===== src/rtl/axis_intra_cycle_realign.sv =====
// Receive-side realigner: finds the first over-threshold sample and shifts the frame to lane 0.
// Optional counters: define AXIS_INTRA_CYCLE_REALIGN_STATS_EN.
module axis_intra_cycle_realign #(
  parameter int DATA_WIDTH       = 256,
  parameter int SAMPLE_PER_CYCLE = 16,
  parameter int SAMPLE_WIDTH     = 16
) (
  input  logic                  clk,
  input  logic                  rst,
  input  logic [15:0]           threshold,
  input  logic [DATA_WIDTH-1:0] s_axis_tdata,
  input  logic                  s_axis_tvalid,
  input  logic                  s_axis_tlast,
  output logic [DATA_WIDTH-1:0] m_axis_tdata,
  output logic                  m_axis_tvalid,
  output logic                  m_axis_tlast,
  output logic [15:0]           detected_offset,
  output logic                  offset_locked
`ifdef AXIS_INTRA_CYCLE_REALIGN_STATS_EN
  ,
  output logic [31:0]           frames_aligned_count,
  output logic [31:0]           frames_dropped_count,
  output logic [15:0]           last_search_beats
`endif
);

  localparam int KW = (SAMPLE_PER_CYCLE > 1) ? $clog2(SAMPLE_PER_CYCLE) : 1;

  typedef enum logic [1:0] {SEARCH, ALIGN, FLUSH} state_t;

  state_t                  state_q, state_d;
  logic [DATA_WIDTH-1:0]   hold_q, hold_d;
  logic [KW-1:0]           k_q, k_d;
  logic [15:0]             offset_d;
  logic                    locked_d, valid_d, last_d;
  logic [DATA_WIDTH-1:0]   data_d;

  logic                    any_hit;
  logic [KW-1:0]           hit_idx;
  logic [SAMPLE_WIDTH-1:0] smp, mag;
  logic                    load;

  logic [DATA_WIDTH-1:0]   upper;
  logic [2*DATA_WIDTH-1:0] cat;
  logic [DATA_WIDTH-1:0]   cand [SAMPLE_PER_CYCLE];
  logic [DATA_WIDTH-1:0]   shifted;

  // Scan high to low so the lowest hitting lane wins.
  always_comb begin
    any_hit = 1'b0;
    hit_idx = '0;
    smp     = '0;
    mag     = '0;
    for (int j = SAMPLE_PER_CYCLE - 1; j >= 0; j--) begin
      smp = s_axis_tdata[j*SAMPLE_WIDTH +: SAMPLE_WIDTH];
      if (!smp[SAMPLE_WIDTH-1])
        mag = smp;
      else if (smp == {1'b1, {(SAMPLE_WIDTH-1){1'b0}}})
        mag = {1'b0, {(SAMPLE_WIDTH-1){1'b1}}};
      else
        mag = -smp;
      if (mag >= threshold) begin
        any_hit = 1'b1;
        hit_idx = KW'(j);
      end
    end
  end

  assign load = (state_q != ALIGN) && s_axis_tvalid && any_hit;

  // Flush shifts in zeros; align shifts in the new beat.
  assign upper = (state_q == FLUSH) ? '0 : s_axis_tdata;
  assign cat   = {upper, hold_q};

  always_comb begin
    for (int kk = 0; kk < SAMPLE_PER_CYCLE; kk++)
      cand[kk] = cat[kk*SAMPLE_WIDTH +: DATA_WIDTH];
    shifted = cand[k_q];
  end

  always_comb begin
    state_d  = state_q;
    hold_d   = hold_q;
    k_d      = k_q;
    offset_d = detected_offset;
    locked_d = offset_locked;
    valid_d  = 1'b0;
    last_d   = 1'b0;
    data_d   = '0;
    unique case (state_q)
      SEARCH: ;
      ALIGN: begin
        if (s_axis_tvalid) begin
          data_d  = shifted;
          valid_d = 1'b1;
          hold_d  = s_axis_tdata;
          if (s_axis_tlast) state_d = FLUSH;
        end
      end
      FLUSH: begin
        data_d   = shifted;
        valid_d  = 1'b1;
        last_d   = 1'b1;
        state_d  = SEARCH;
        locked_d = 1'b0;
      end
      default: state_d = SEARCH;
    endcase
    // A hit in FLUSH overrides the return to SEARCH; flush data already used old hold/k.
    if (load) begin
      hold_d   = s_axis_tdata;
      k_d      = hit_idx;
      offset_d = 16'(hit_idx);
      locked_d = 1'b1;
      state_d  = s_axis_tlast ? FLUSH : ALIGN;
    end
  end

  always_ff @(posedge clk) begin
    if (rst) begin
      state_q         <= SEARCH;
      hold_q          <= '0;
      k_q             <= '0;
      m_axis_tdata    <= '0;
      m_axis_tvalid   <= 1'b0;
      m_axis_tlast    <= 1'b0;
      detected_offset <= '0;
      offset_locked   <= 1'b0;
    end else begin
      state_q         <= state_d;
      hold_q          <= hold_d;
      k_q             <= k_d;
      m_axis_tdata    <= data_d;
      m_axis_tvalid   <= valid_d;
      m_axis_tlast    <= last_d;
      detected_offset <= offset_d;
      offset_locked   <= locked_d;
    end
  end

`ifdef AXIS_INTRA_CYCLE_REALIGN_STATS_EN
  logic [15:0] search_cnt;
  logic        discard;

  assign discard = (state_q != ALIGN) && s_axis_tvalid && !any_hit;

  always_ff @(posedge clk) begin
    if (rst) begin
      frames_aligned_count <= '0;
      frames_dropped_count <= '0;
      last_search_beats    <= '0;
      search_cnt           <= '0;
    end else begin
      if (state_q == FLUSH)
        frames_aligned_count <= frames_aligned_count + 32'd1;
      if (discard && s_axis_tlast)
        frames_dropped_count <= frames_dropped_count + 32'd1;
      if (discard && search_cnt != 16'hFFFF)
        search_cnt <= search_cnt + 16'd1;
      if (load) begin
        last_search_beats <= search_cnt;
        search_cnt        <= '0;
      end
    end
  end
`endif

endmodule


===== config.mk =====
export PLATFORM = sky130hd
export DESIGN_NAME = axis_intra_cycle_realign
export DESIGN_NICKNAME = d
export VERILOG_FILES = /design/src/rtl/axis_intra_cycle_realign.sv
export SDC_FILE = /design/constraint.sdc
export NUM_CORES = 2
export LEC_CHECK = 0
export CORE_MARGIN = 1.5
export CORE_UTILIZATION = 40
export CTS_BUF_LIST = sky130_fd_sc_hd__clkbuf_4 sky130_fd_sc_hd__clkbuf_8 sky130_fd_sc_hd__clkbuf_16
export CTS_CLUSTER_SIZE = 12
export DETAILED_ROUTE_END_ITERATION = 7
export SLEW_MARGIN = 15
export SYNTH_ARGS = -nofsm -noshare
export SYNTH_HDL_FRONTEND = slang
export SYNTH_SLANG_ARGS = --single-unit

===== constraint.sdc =====
create_clock -name clk -period 15.2 [get_ports clk]
set_input_delay 3.04 -clock clk [delete_from_list [all_inputs] [get_ports clk]]
set_output_delay 3.04 -clock clk [all_outputs]
set_load 0.05 [all_outputs]

## Yosys cells after proc, flatten, opt, wreduce, memory -nomap -nowiden

Index checks and enable logic that the tools add are counted.

- Register bits after elaboration: 521
- Input bits: 276
- Word-level logic and storage cells: 154

- $add $sub $neg: 16
- Order comparisons: 17
- Equality and inequality tests: 22
- Muxes and demuxes: 83
- Bitwise operators: 1
- Reduce and logical (&&, ||, !) cells: 8

Operators with widths:

| cell | number |
|---|---|
| 256-bit 2-to-1 mux | 6 |
| 256-bit binary-select mux with 4-bit select | 1 |
| 16-bit 2-to-1 mux | 32 |
| 256-bit one-hot mux with 2 select lines | 1 |
| 16-bit equality test, second input constant | 16 |
| 16-bit >= comparator | 16 |
| 16-bit negator | 16 |
| 240-bit 2-to-1 mux | 1 |
| 4-bit 2-to-1 mux | 16 |
| 1-bit 2-to-1 mux | 20 |
| 2-bit 2-to-1 mux | 4 |
| 3-bit != test, second input constant | 2 |
| 2-bit nonzero test | 3 |
| 5-bit >= comparator, second input constant | 1 |
| 4-bit inverter with 5-bit output | 1 |
| 2-bit one-hot mux with 2 select lines | 1 |
| 3-bit AND reduction | 1 |
| 2-bit by 1-bit equality test with 1-bit output, second input constant | 1 |
| 2-bit equality test, second input constant | 1 |
| 1-bit logical AND | 2 |
| 2-bit zero test | 1 |
| 2-bit by 1-bit != test with 1-bit output, second input constant | 1 |
| 2-bit != test, second input constant | 1 |
| 1-bit one-hot mux with 2 select lines | 1 |
| 2-bit AND reduction | 1 |

## Logic depth before layout (Yosys ltp)

- Word-level depth: 23
- Mapped depth: 23
- Gate-level depth less buffers: 20

## Worst setup path before layout

OpenSTA, ideal clock, no wires.

- Path kind: input port to flip-flop
- From: input port s_axis_tdata[66]
- To: register hold_q[215]
- Setup time: 0.128 ns
- Data arrival time: 7.023 ns
- Required time: 15.072 ns
- Setup slack: 8.049 ns
- Stages on the path: 23
- Buffers on the path: 4
- Cells stage by stage: clkbuf_1 -> nor4_1 -> inv_1 -> nor3_1 -> nand2_1 -> nor2_1 -> nand2_1 -> nor2_1 -> nand3_1 -> clkbuf_1 -> nand2_1 -> ha_1 -> a211oi_1 -> nor2_1 -> a2111oi_2 -> a21oi_1 -> nor4_4 -> nand4_2 -> o21ai_4 -> buf_6 -> buf_8 -> mux2i_1 -> nor2_1

- Word-level cells in the longest chain between the ends: 12

Ends and longest elaborated chain:

| what | line | RTL |
|---|---|---|
| start: declaration | 11 | `input logic [DATA_WIDTH-1:0] s_axis_tdata,` |
| 16-bit negator or 16-bit equality test (tied branches) | 61, 58 |  |
| 16-bit 2-to-1 mux | 58 | `else if (smp == {1'b1, {(SAMPLE_WIDTH-1){1'b0}}})` |
| 16-bit 2-to-1 mux (*) | 56 | `if (!smp[SAMPLE_WIDTH-1])` |
| 16-bit >= comparator (*) | 62 | `if (mag >= threshold) begin` |
| 1-bit 2-to-1 mux (*) (5 in a row) | 62 |  |
| 1-bit logical AND (*) | 69 | `assign load = (state_q != ALIGN) && s_axis_tvalid && any_hit;` |
| 2-bit nonzero test (no line) | - |  |
| 2-bit AND reduction (no line) | - |  |
| end signal: assignment | 131 | `hold_q <= hold_d;` |
| end: declaration | 32 | `logic [DATA_WIDTH-1:0] hold_q, hold_d;` |

Mark *: on every way between the ends. The rest lies on a longest branch, timed or not.
A chain may end at the register's enable or synchronous reset.

## Worst setup path in the final report

- From: input port s_axis_tdata[193]
- To: register hold_q[69]

- Word-level cells in the longest chain between the ends: 20

Ends and longest elaborated chain:

| what | line |
|---|---|
| 16-bit negator or 16-bit equality test (tied branches) | 61, 58 |
| 16-bit 2-to-1 mux | 58 |
| 16-bit 2-to-1 mux (*) | 56 |
| 16-bit >= comparator (*) | 62 |
| 1-bit 2-to-1 mux (*) (13 in a row) | 62 |
| 1-bit logical AND (*) | 69 |
| 2-bit nonzero test (no line) | - |
| 2-bit AND reduction (no line) | - |

Marked as above.

==> flow_summary_export.csv <==
group,metric,value,unit
cts,cts_resized,0,
synth,syn-mean-instance-area,7.958,sq um
timing,setup_viol,0,
cts,clk_latency,0.69,ns
cts,clk_pin_slew_worst_paths,0.06,ns
cells_and_area,regArea,0.01045,sq mm
timing,period_share,0.6303,
cells_and_area,synthToLayoutAreaGrowth,17.70,%
die,ios,551,
timing,hold_violations,0,
global_routing,antenna_found_initial,5,
synth,synth-seq-cells,521,
setup_path,critPathMaxFanout,58,
place,io_buffers,538,
routing,remaining_drc_errors,0,
timing,clock_skew,0.02745,ns
routing,firstDrtPassIters,6,
cells_and_area,layout_common_cells,"nor2_1, mux2i_1, nand2_1",
die,die_w,336.3,um
timing,rsz0062_at_grt,"false",
routing,drt_iter0_markers,6841,
power_and_ir_drop,power_density,105.4,mW/mm^2
synth,synth_edf_count,0,
setup_path,cp.required,15.73,ns
global_routing,overflow,0,
synth,ys_async_sr_fraction,0,
cts,h-tree-depth,2,
global_routing,grt_max_degree,229,
timing,slew_headroom,0.05672,
power_and_ir_drop,peakVddDrop,0.08858,mV
die,fp-row-count,122,
synth,yosysTopAreaCell,"dfxtp_1",
timing,fmax,0.1044,GHz
cts,cts_tree,"yes",
setup_path,crit_path_cell_trace,"clkdlybuf4s50_1, inv_1, nand2_1, or4_1, or2_2, or3_1, or3_1, and3_1, o21ai_1, ha_1, a211oi_1, nor2_1, nor3_1, o211ai_1, nor4_2, nand4_2, o21ai_4, buf_4, buf_4, mux2i_1, nor2_1",
cts,clock-sinks,521,
run,cap_violations,0,
setup_path,crit_arrival,10.11,ns
setup_path,crit_slowest_cell,"buf_4",
timing,worst_pin_slew,1.400,ns
cells_and_area,drive_above_1_share,0.07525,
cells_and_area,fillerInstances,10990,
routing,ant_nets,0,
place,hpwlAfterDp,193000,um
global_routing,grt_pass1_vias,41510,
synth,yosysTopAreaCellShare,0.2348,
cts,numCtsBuffers,61,
cts,cts_setup_buffers,0,
setup_path,crit_type,"in2reg",
routing,wl_per_cell,33.31,um
timing,finalSetupTns,0,ns
global_routing,grt.total_usage,0.4153,
setup_path,startpoint_type,"input port",
timing,drv_slew,0,
cts,cts-root-buf,"clkbuf_16",
cells_and_area,multi_input_area,0.03156,sq mm
synth,ys_warn_count,0,
routing,vias_per_cell,6.338,
routing,vias,46310,
synth,syn_inst,5582,
die,initial_core_util,0.4025,
synth,ys_seq_area_frac,0.2348,
cells_and_area,fin_nets,6316,
outcome,outcome,"finished, final reports clean",
setup_path,critical-path-max-stage-delay,0.95,ns
power_and_ir_drop,p_leak,0.02075,uW
worst_hold_path,hold_class,"reg2reg",
cells_and_area,layout_commonest_cell,"nor2_1",
synth,ys_types,72,
setup_path,worst_setup_path_end_kind,"flop",
timing,whs,0.4993,ns
synth,netlist_area,0.04442,sq mm
die,die_area,0.1131,sq mm
die,fp.coreArea,0.1104,sq mm
cts,cts_buffer_depth,3,
synth,synth.top_cells.by_area,"dfxtp_1, mux2i_1, ha_1, nor2_1, a211oi_1",
routing,routed_wl,243400,um
place,gp_congestion,1.124,
die,die_h,336.3,um
synth,ys.flop_type,"dfxtp_1",
timing,fin_crit,9.581,ns
global_routing,grt_first_pass_wirelength,329300,um
cts,cts_hold_buf,0,
[path summary, 6_finish.rpt]
check / to / slack [ns] / cells after the start / start
min: hold_q[14] / 0.50 / 2 / hold_q[14]
max: hold_q[69] / 5.62 / 21 / s_axis_tdata[193]
max reg2reg: m_axis_tdata[23] / 10.01 / 8 / detected_offset[1]
min reg2reg: hold_q[14] / 0.50 / 2 / hold_q[14]
[kinds of logic after synthesis]
kind of cell / count (synthesis) / synth area share
flops: 521 / 0.2348
compound gates: 1291 / 0.1876
mux: 930 / 0.2332
buf+inv: 584 / 0.05653
fa+ha+maj: 275 / 0.07745
other cells: 1 / 0.00008441
simple gates: 1819 / 0.1787
xor+xnor: 161 / 0.03174
[registers in the layout, summed over array words and instances (netlist names)]
name	count
hold_q	256
m_axis_tdata	256
detected_offset	4
state_q	2
m_axis_tlast	1
m_axis_tvalid	1
offset_locked	1
[routing by layer]
layer / part of all wire / vias up / track usage
li1: - / 20510 / -
met1: 0.39 / 22280 / 0.5192
met2: 0.40 / 2973 / 0.5814
met3: 0.13 / 549 / 0.1496
met4: 0.089 / 4 / 0.3076
met5: 0.000090 / - / 0
[cell type report]
| cell class | count | area share |
|---|---|---|
| multi-input combinational | 4488 | 0.6036 |
| antenna | 12 | 0.0005743 |
| sequential | 521 | 0.1998 |
| tap | 1488 | 0.03561 |
| inverter | 83 | 0.006222 |
| clock inverter | 26 | 0.005983 |
| timing repair buffer | 610 | 0.1146 |
| clock buffer | 79 | 0.03365 |
[where the power goes]
part | switching (uW) | total [uW] | internal (uW)
Sequential | 95.1 | 1520 | 1420
Clock | 658 | 1560 | 898
Combinational | 1650 | 2440 | 782
Total | 2410 | 5510 | 3110
[worst max-delay path, delay by kind of cell]
kind                       cells  cell delay, ns
and+or+nand+nor               11            3.04
buffers and inverters          4            2.49
AOI/OAI and AO/OA              4            0.92
muxes                          1            0.29
adders and majority gates      1            0.27
[cell usage after synthesis, drive strengths merged (17+ instances only)]
cell type / n
nand2: 555
nand2b: 24
ha: 275
a31oi: 34
a21oi: 323
dfxtp: 521
clkbuf: 376
buf: 125
or3: 19
and2: 51
or2: 29
o21a: 51
nor2b: 80
a311oi: 17
nor2: 782
o31ai: 54
o22ai: 20
mux2: 138
a211oi: 351
nand3: 31
o21ai: 283
xor2: 145
nor4: 31
inv: 81
or4: 22
mux2i: 722
mux4: 70
nor3: 145
o22a: 30
o211ai: 25
[per-stage QoR]
step           setup WS, ns  instances  cell area, sq um  total power, uW  utilization
6_report              5.619       7307             52290             5512       0.4738
5_1_grt               5.183       7296             52260             5636       0.4735
4_1_cts               5.823       7295             52250             5374       0.4734
3_5_place_dp          5.148       7190             50180             3833       0.4547
3_3_place_gp          5.193       7190             50170             3825       0.4546
2_1_floorplan         8.049       5593             44470             2920            -
(Power assumes the default switching activity.)
